### config.mk
export PLATFORM = sky130hd
export DESIGN_NAME = digit_serial_adder
export DESIGN_NICKNAME = d
export VERILOG_FILES = /design/src/rtl/digit_serial_adder.sv
export SDC_FILE = /design/constraint.sdc
export NUM_CORES = 1
export LEC_CHECK = 0
export ABC_AREA = 1
export CAP_MARGIN = 5
export CORE_ASPECT_RATIO = 0.5
export CORE_MARGIN = 4
export CORE_UTILIZATION = 45
export DETAILED_ROUTE_END_ITERATION = 6
export PLACE_DENSITY = 0.71
export SYNTH_ARGS = -nofsm -noshare
export SYNTH_HDL_FRONTEND = slang
export SYNTH_SLANG_ARGS = --single-unit
### constraint.sdc
create_clock -name clk -period 2.1 [get_ports clk]
set_input_delay 0.42 -clock clk [delete_from_list [all_inputs] [get_ports clk]]
set_output_delay 0.42 -clock clk [all_outputs]
set_load 0.03 [all_outputs]
### src/rtl/digit_serial_adder.sv
// Digit-serial add/subtract: DIGIT bits per cycle, N = WIDTH/DIGIT cycles from the accept edge to the done pulse.
// Accepts start only while idle (no queuing); subtract support is built only when DIGIT_SERIAL_ADDER_SUB_EN is defined.
`timescale 1ns/1ps

module digit_serial_adder #(
   parameter int WIDTH = 16,
   parameter int DIGIT = 4
) (
   input  logic             clk,
   input  logic             rst,
   input  logic             start,
   input  logic [WIDTH-1:0] A,
   input  logic [WIDTH-1:0] B,
   input  logic             Cin,
   input  logic             sub,
   output logic             busy,
   output logic             done,
   output logic [WIDTH-1:0] Sum,
   output logic             Cout,
   output logic             overflow
);

   localparam int N     = WIDTH / DIGIT;
   localparam int CNT_W = (N > 1) ? $clog2(N) : 1;
   localparam logic [CNT_W-1:0] LAST = CNT_W'(N - 1);

   typedef enum logic {IDLE, RUN} state_t;

   state_t             state_q, state_d;
   logic [WIDTH-1:0]   a_q, a_d;
   logic [WIDTH-1:0]   b_q, b_d;
   logic [WIDTH-1:0]   acc_q, acc_d;
   logic [WIDTH-1:0]   sum_q, sum_d;
   logic [CNT_W-1:0]   cnt_q, cnt_d;
   logic               carry_q, carry_d;
   logic               busy_q, busy_d;
   logic               done_q, done_d;
   logic               cout_q, cout_d;
   logic               ovf_q, ovf_d;

   logic               sub_eff;
   logic [DIGIT-1:0]   a_dig, b_dig, dig_sum;
   logic [DIGIT:0]     dig_full;
   logic               dig_cout, c_into_msb;
   logic [WIDTH-1:0]   acc_next;

`ifdef DIGIT_SERIAL_ADDER_SUB_EN
   assign sub_eff = sub;
`else
   logic sub_unused;
   assign sub_unused = sub;
   assign sub_eff    = 1'b0;
`endif

   // Operands shift right one digit per cycle, so the live digit is always the low one.
   always_comb begin
      a_dig      = a_q[DIGIT-1:0];
      b_dig      = b_q[DIGIT-1:0];
      dig_full   = {1'b0, a_dig} + {1'b0, b_dig} + {{DIGIT{1'b0}}, carry_q};
      dig_sum    = dig_full[DIGIT-1:0];
      dig_cout   = dig_full[DIGIT];
      c_into_msb = dig_sum[DIGIT-1] ^ a_dig[DIGIT-1] ^ b_dig[DIGIT-1];
      acc_next   = (acc_q >> DIGIT) | (WIDTH'(dig_sum) << (WIDTH - DIGIT));
   end

   always_comb begin
      state_d = state_q;
      a_d     = a_q;
      b_d     = b_q;
      acc_d   = acc_q;
      sum_d   = sum_q;
      cnt_d   = cnt_q;
      carry_d = carry_q;
      busy_d  = busy_q;
      done_d  = 1'b0;
      cout_d  = cout_q;
      ovf_d   = ovf_q;
      case (state_q)
         IDLE: begin
            if (start) begin
               a_d     = A;
               b_d     = sub_eff ? ~B : B;
               carry_d = Cin ^ sub_eff;
               cnt_d   = '0;
               busy_d  = 1'b1;
               state_d = RUN;
            end
         end
         RUN: begin
            a_d     = a_q >> DIGIT;
            b_d     = b_q >> DIGIT;
            carry_d = dig_cout;
            acc_d   = acc_next;
            if (cnt_q == LAST) begin
               sum_d   = acc_next;
               cout_d  = dig_cout;
               ovf_d   = c_into_msb ^ dig_cout;
               done_d  = 1'b1;
               busy_d  = 1'b0;
               state_d = IDLE;
            end else begin
               cnt_d = cnt_q + 1'b1;
            end
         end
         default: state_d = IDLE;
      endcase
   end

   always_ff @(posedge clk) begin
      if (rst) begin
         state_q <= IDLE;
         a_q     <= '0;
         b_q     <= '0;
         acc_q   <= '0;
         sum_q   <= '0;
         cnt_q   <= '0;
         carry_q <= 1'b0;
         busy_q  <= 1'b0;
         done_q  <= 1'b0;
         cout_q  <= 1'b0;
         ovf_q   <= 1'b0;
      end else begin
         state_q <= state_d;
         a_q     <= a_d;
         b_q     <= b_d;
         acc_q   <= acc_d;
         sum_q   <= sum_d;
         cnt_q   <= cnt_d;
         carry_q <= carry_d;
         busy_q  <= busy_d;
         done_q  <= done_d;
         cout_q  <= cout_d;
         ovf_q   <= ovf_d;
      end
   end

   assign busy     = busy_q;
   assign done     = done_q;
   assign Sum      = sum_q;
   assign Cout     = cout_q;
   assign overflow = ovf_q;

endmodule

==> Flow_metrics.wiki <==
{| class="wikitable"
! Metric !! Value
|-
| Status || completed
|-
| Total Neg Setup Slack || 0 ps
|-
| Boundary Pins || 57
|-
| Peak supply drop || 0.450 mV
|-
| Die Width || between 100 and 150 um
|-
| Inserted Diodes || 0
|-
| Total die area || 8070 um^2
|-
| Post-synthesis mux area share || 0%
|-
| Final Instance Count excl. Fillers || between 500 and 600
|-
| Via count of the first global-routing pass || 2410
|-
| Synth Area in Adders || between 3 and 4%
|-
| Remaining antenna violation count after routing || 0
|-
| Routed wire per std cell || between 10 and 15 um
|-
| Fill cell instance count of the final layout || roughly 580
|-
| Share of cells above drive strength 1 || 7.24%
|-
| # hold bufs at CTS || 0
|-
| Nets || 494
|-
| Largest family of logic cells by synthesized area || simple AND/OR/NAND/NOR gates
|-
| Post-layout minimum cycle time || 1780 ps
|-
| Number of clock sinks seen by CTS || roughly 70
|-
| Register clock-pin slew on the reported worst setup and hold paths || ~50 ps
|-
| Iter 0 DRT Violations || 116
|-
| Via-to-Cell Ratio || between 4 and 5
|-
| Cell row count || 20
|-
| Residual DRC || 0
|-
| Placed Cells || around 530
|-
| Fin crit share || a little over four fifths
|-
| Count of H-tree levels built during CTS || 3
|-
| Global-route met1 utilization || between 20 and 25%
|-
| Worst slew pin tran || approximately 360 ps
|-
| Setup clock skew after layout || 5.11 ps
|-
| Netlist Area Pre-Place || about 3000 um^2
|-
| Number of nets produced by synthesis || about 440
|-
| Floorplan Core Area || 6260 um^2
|-
| Post-route core utilization || between 60 and 70%
|-
| Post-Synthesis Cells || around 400
|-
| Synthesized flop and latch total || 68
|-
| Total via count after detailed routing || 2600
|-
| Arrival time of the worst setup path || 2010 ps
|-
| Wire length of the first global-routing pass || ~11000 um
|-
| Aggregate global-route resource usage || 17.7%
|-
| Number of buffers inserted during clock tree synthesis || 9
|-
| Simple-gate share of the synthesized area || roughly a quarter
|-
| Root buffer cell || sky130_fd_sc_hd__clkbuf_16
|-
| Maxcap violations || 0
|-
| Maximum fanout along the worst path || 3
|-
| Number of instances resized during post-cts repair || 0
|-
| Placed Area || around 3600 um^2
|-
| Effective utilization at floorplan || between 40% and 50%
|-
| RSZ-0062 raised after global routing || no
|-
| Achievable Freq || around 560 MHz
|-
| Pwr/cell area || 807 nW/um^2
|-
| Congestion Overflow GR || 0
|-
| Nature of the critical path startpoint || flop
|-
| Clock tree from TritonCTS || built
|-
| Compound-cell area share of the yosys netlist || 12.8%
|-
| Worst slew slack as a fraction of its limit || 75.9%
|-
| Worst endpoint required time || around 2300 ps
|-
| Met2 routing resource usage after global routing || about 28%
|-
| Setup bufs post-CTS || 0
|-
| Number of endpoints failing setup at the final stage || 0
|-
| Warnings, synthesis || 0
|-
| Die height || 65.6 um
|-
| Type of the most critical hold path || reg -> reg
|-
| Total of buffers placed on input and output ports || between 50 and 60
|-
| HPWL reported at the end of detailed placement || about 4500 um
|-
| Pin count of the biggest net entering global routing || 56
|-
| Pins over their slew limit || 0
|-
| Number of hold violations in the final report || 0
|-
| Final weighted congestion of routability-driven global placement || ~0.8
|-
| Clock latency reported for the late side of the worst-skew pair || ~330 ps
|-
| Met3 Resource Use GR || under 10%
|-
| Endpoint kind of the worst setup timing path || flop
|-
| Mean Syn Cell Area || about 7.5 um^2
|-
| Maximum clock path buffer count || 2
|-
| Sequential fraction of the synthesis area || 45.6%
|-
| Leakage power summed over all cells || 1.85 nW
|-
| Area added between synthesis and finish || 30.2%
|-
| Most congested layer reported by global routing || met2
|-
| Pre-antenna DRT Iters || 5
|-
| Share of the synthesized netlist area taken by xor and xnor gates || 0.294%
|-
| Antenna violations before repair || 0
|-
| Overall routed net length || ~6600 um
|-
| Design Area, Final || approximately 4000 um^2
|-
| Worst setup path category || reg -> reg
|-
| Total power after layout || 3.14 mW
|-
| Number of unique standard cell types used by synthesis || 27
|}
[layout by cell type, fill, tap and decap left out, drive strengths merged]
master         count
o211ai             5
fa                 2
xnor2              1
clkdlybuf4s50     55
clkbuf            15
a22oi              8
nand2             99
buf                8
dfxtp             68
o21ai             29
inv               56
ha                 4
a31oi              2
nand3             55
clkinv             1
o221ai             2
a21oi             16
nor2              30
[final timing paths]
| check | slack (ps) | depth (start not counted) | to | start |
|---|---|---|---|---|
| setup / recovery | 320 | 11 | overflow | b_q[0] |
| hold reg to reg | 450 | 2 | Sum[2] | acc_q[6] |
| hold / removal | 450 | 2 | Sum[2] | acc_q[6] |
| setup reg to reg | 320 | 11 | overflow | b_q[0] |
[critical path, stage by stage, from the launching register on]
cell	delay, ps
sky130_fd_sc_hd__dfxtp_1	390
sky130_fd_sc_hd__fa_1	240
sky130_fd_sc_hd__inv_1	70
sky130_fd_sc_hd__fa_1	410
sky130_fd_sc_hd__inv_1	70
sky130_fd_sc_hd__nand3_1	80
sky130_fd_sc_hd__nand2_1	130
sky130_fd_sc_hd__nand2_1	80
sky130_fd_sc_hd__nand2_1	60
sky130_fd_sc_hd__nand3_1	60
sky130_fd_sc_hd__nand2_1	60
sky130_fd_sc_hd__nor2_1	40
[power breakdown]
part	internal [mW]	leakage [nW]	switching [mW]
combinational	0.158	1.16	0.185
sequential	1.35	0.556	0.0361
clock	0.894	0.140	0.512
[stage by stage]
step	hold WS (ps)	setup slack (ps)
2_1_floorplan	413	524
3_3_place_gp	429	343
3_5_place_dp	432	321
4_1_cts	444	309
5_1_grt	465	119
6_report	445	317
[per-layer routing]
layer  part of all wire [%]  up-vias  wire length [um]
met2                     45       55              2920
li1                       -     1380                 -
met1                     49     1159              3200
met5                      0        -                 0
met3                    5.4        6               355
met4                    1.2        0                79
[state kept, by name (all words and copies together), names as in the netlist]
register	count
Cout	1
Sum	16
a_q	16
acc_q	12
b_q	16
busy	1
carry_q	1
cnt_q	2
done	1
overflow	1
state_q	1
[area by class of cell]
class | count | area [um^2] | share of cell area [%]
clock buffers | 15 | 278 | 7.15
clock inverters | 1 | 5.00 | 0.129
inverters | 56 | 213 | 5.48
multi-input cells | 253 | 1270 | 32.7
flip-flops and latches | 68 | 1360 | 35.0
well taps | 88 | 110 | 2.83
repair buffers | 63 | 648 | 16.7
[cell usage after synthesis]
cell | number | area, um^2
sky130_fd_sc_hd__inv_2 | 3 | 11.3
sky130_fd_sc_hd__buf_2 | 11 | 55.1
sky130_fd_sc_hd__nand2_1 | 98 | 368
sky130_fd_sc_hd__a31oi_1 | 2 | 12.5
sky130_fd_sc_hd__a22oi_1 | 8 | 60.1
sky130_fd_sc_hd__inv_4 | 1 | 6.26
sky130_fd_sc_hd__o21ai_0 | 26 | 130
sky130_fd_sc_hd__inv_1 | 52 | 195
sky130_fd_sc_hd__dfxtp_1 | 68 | 1360
sky130_fd_sc_hd__buf_4 | 3 | 22.5
sky130_fd_sc_hd__nand3_1 | 55 | 275
sky130_fd_sc_hd__clkbuf_2 | 1 | 5.00
sky130_fd_sc_hd__buf_6 | 4 | 45.0
sky130_fd_sc_hd__nand2_4 | 1 | 11.3
sky130_fd_sc_hd__o21ai_1 | 3 | 15.0
sky130_fd_sc_hd__ha_1 | 4 | 50.1
sky130_fd_sc_hd__fa_1 | 2 | 40.0
sky130_fd_sc_hd__nor2_4 | 1 | 11.3
sky130_fd_sc_hd__nor2_8 | 1 | 20.0
sky130_fd_sc_hd__xnor2_1 | 1 | 8.76
sky130_fd_sc_hd__o211ai_2 | 3 | 37.5
sky130_fd_sc_hd__clkbuf_1 | 2 | 7.51
sky130_fd_sc_hd__o211ai_1 | 2 | 15.0
sky130_fd_sc_hd__nor2_1 | 28 | 105
sky130_fd_sc_hd__buf_1 | 1 | 3.75
sky130_fd_sc_hd__o221ai_2 | 2 | 30.0
sky130_fd_sc_hd__a21oi_1 | 16 | 80.1
[logic make-up (layout without fill, tap and decap cells)]
family | after synthesis | after routing
AND/OR/NAND/NOR | 184 | 184
buffers and inverters | 78 | 135
flip-flops | 68 | 68
AO/OA/AOI/OAI | 62 | 62
adder cells (fa/ha/maj) | 6 | 6
XOR/XNOR | 1 | 1
Note: power is estimated with default switching activity, not from simulation.
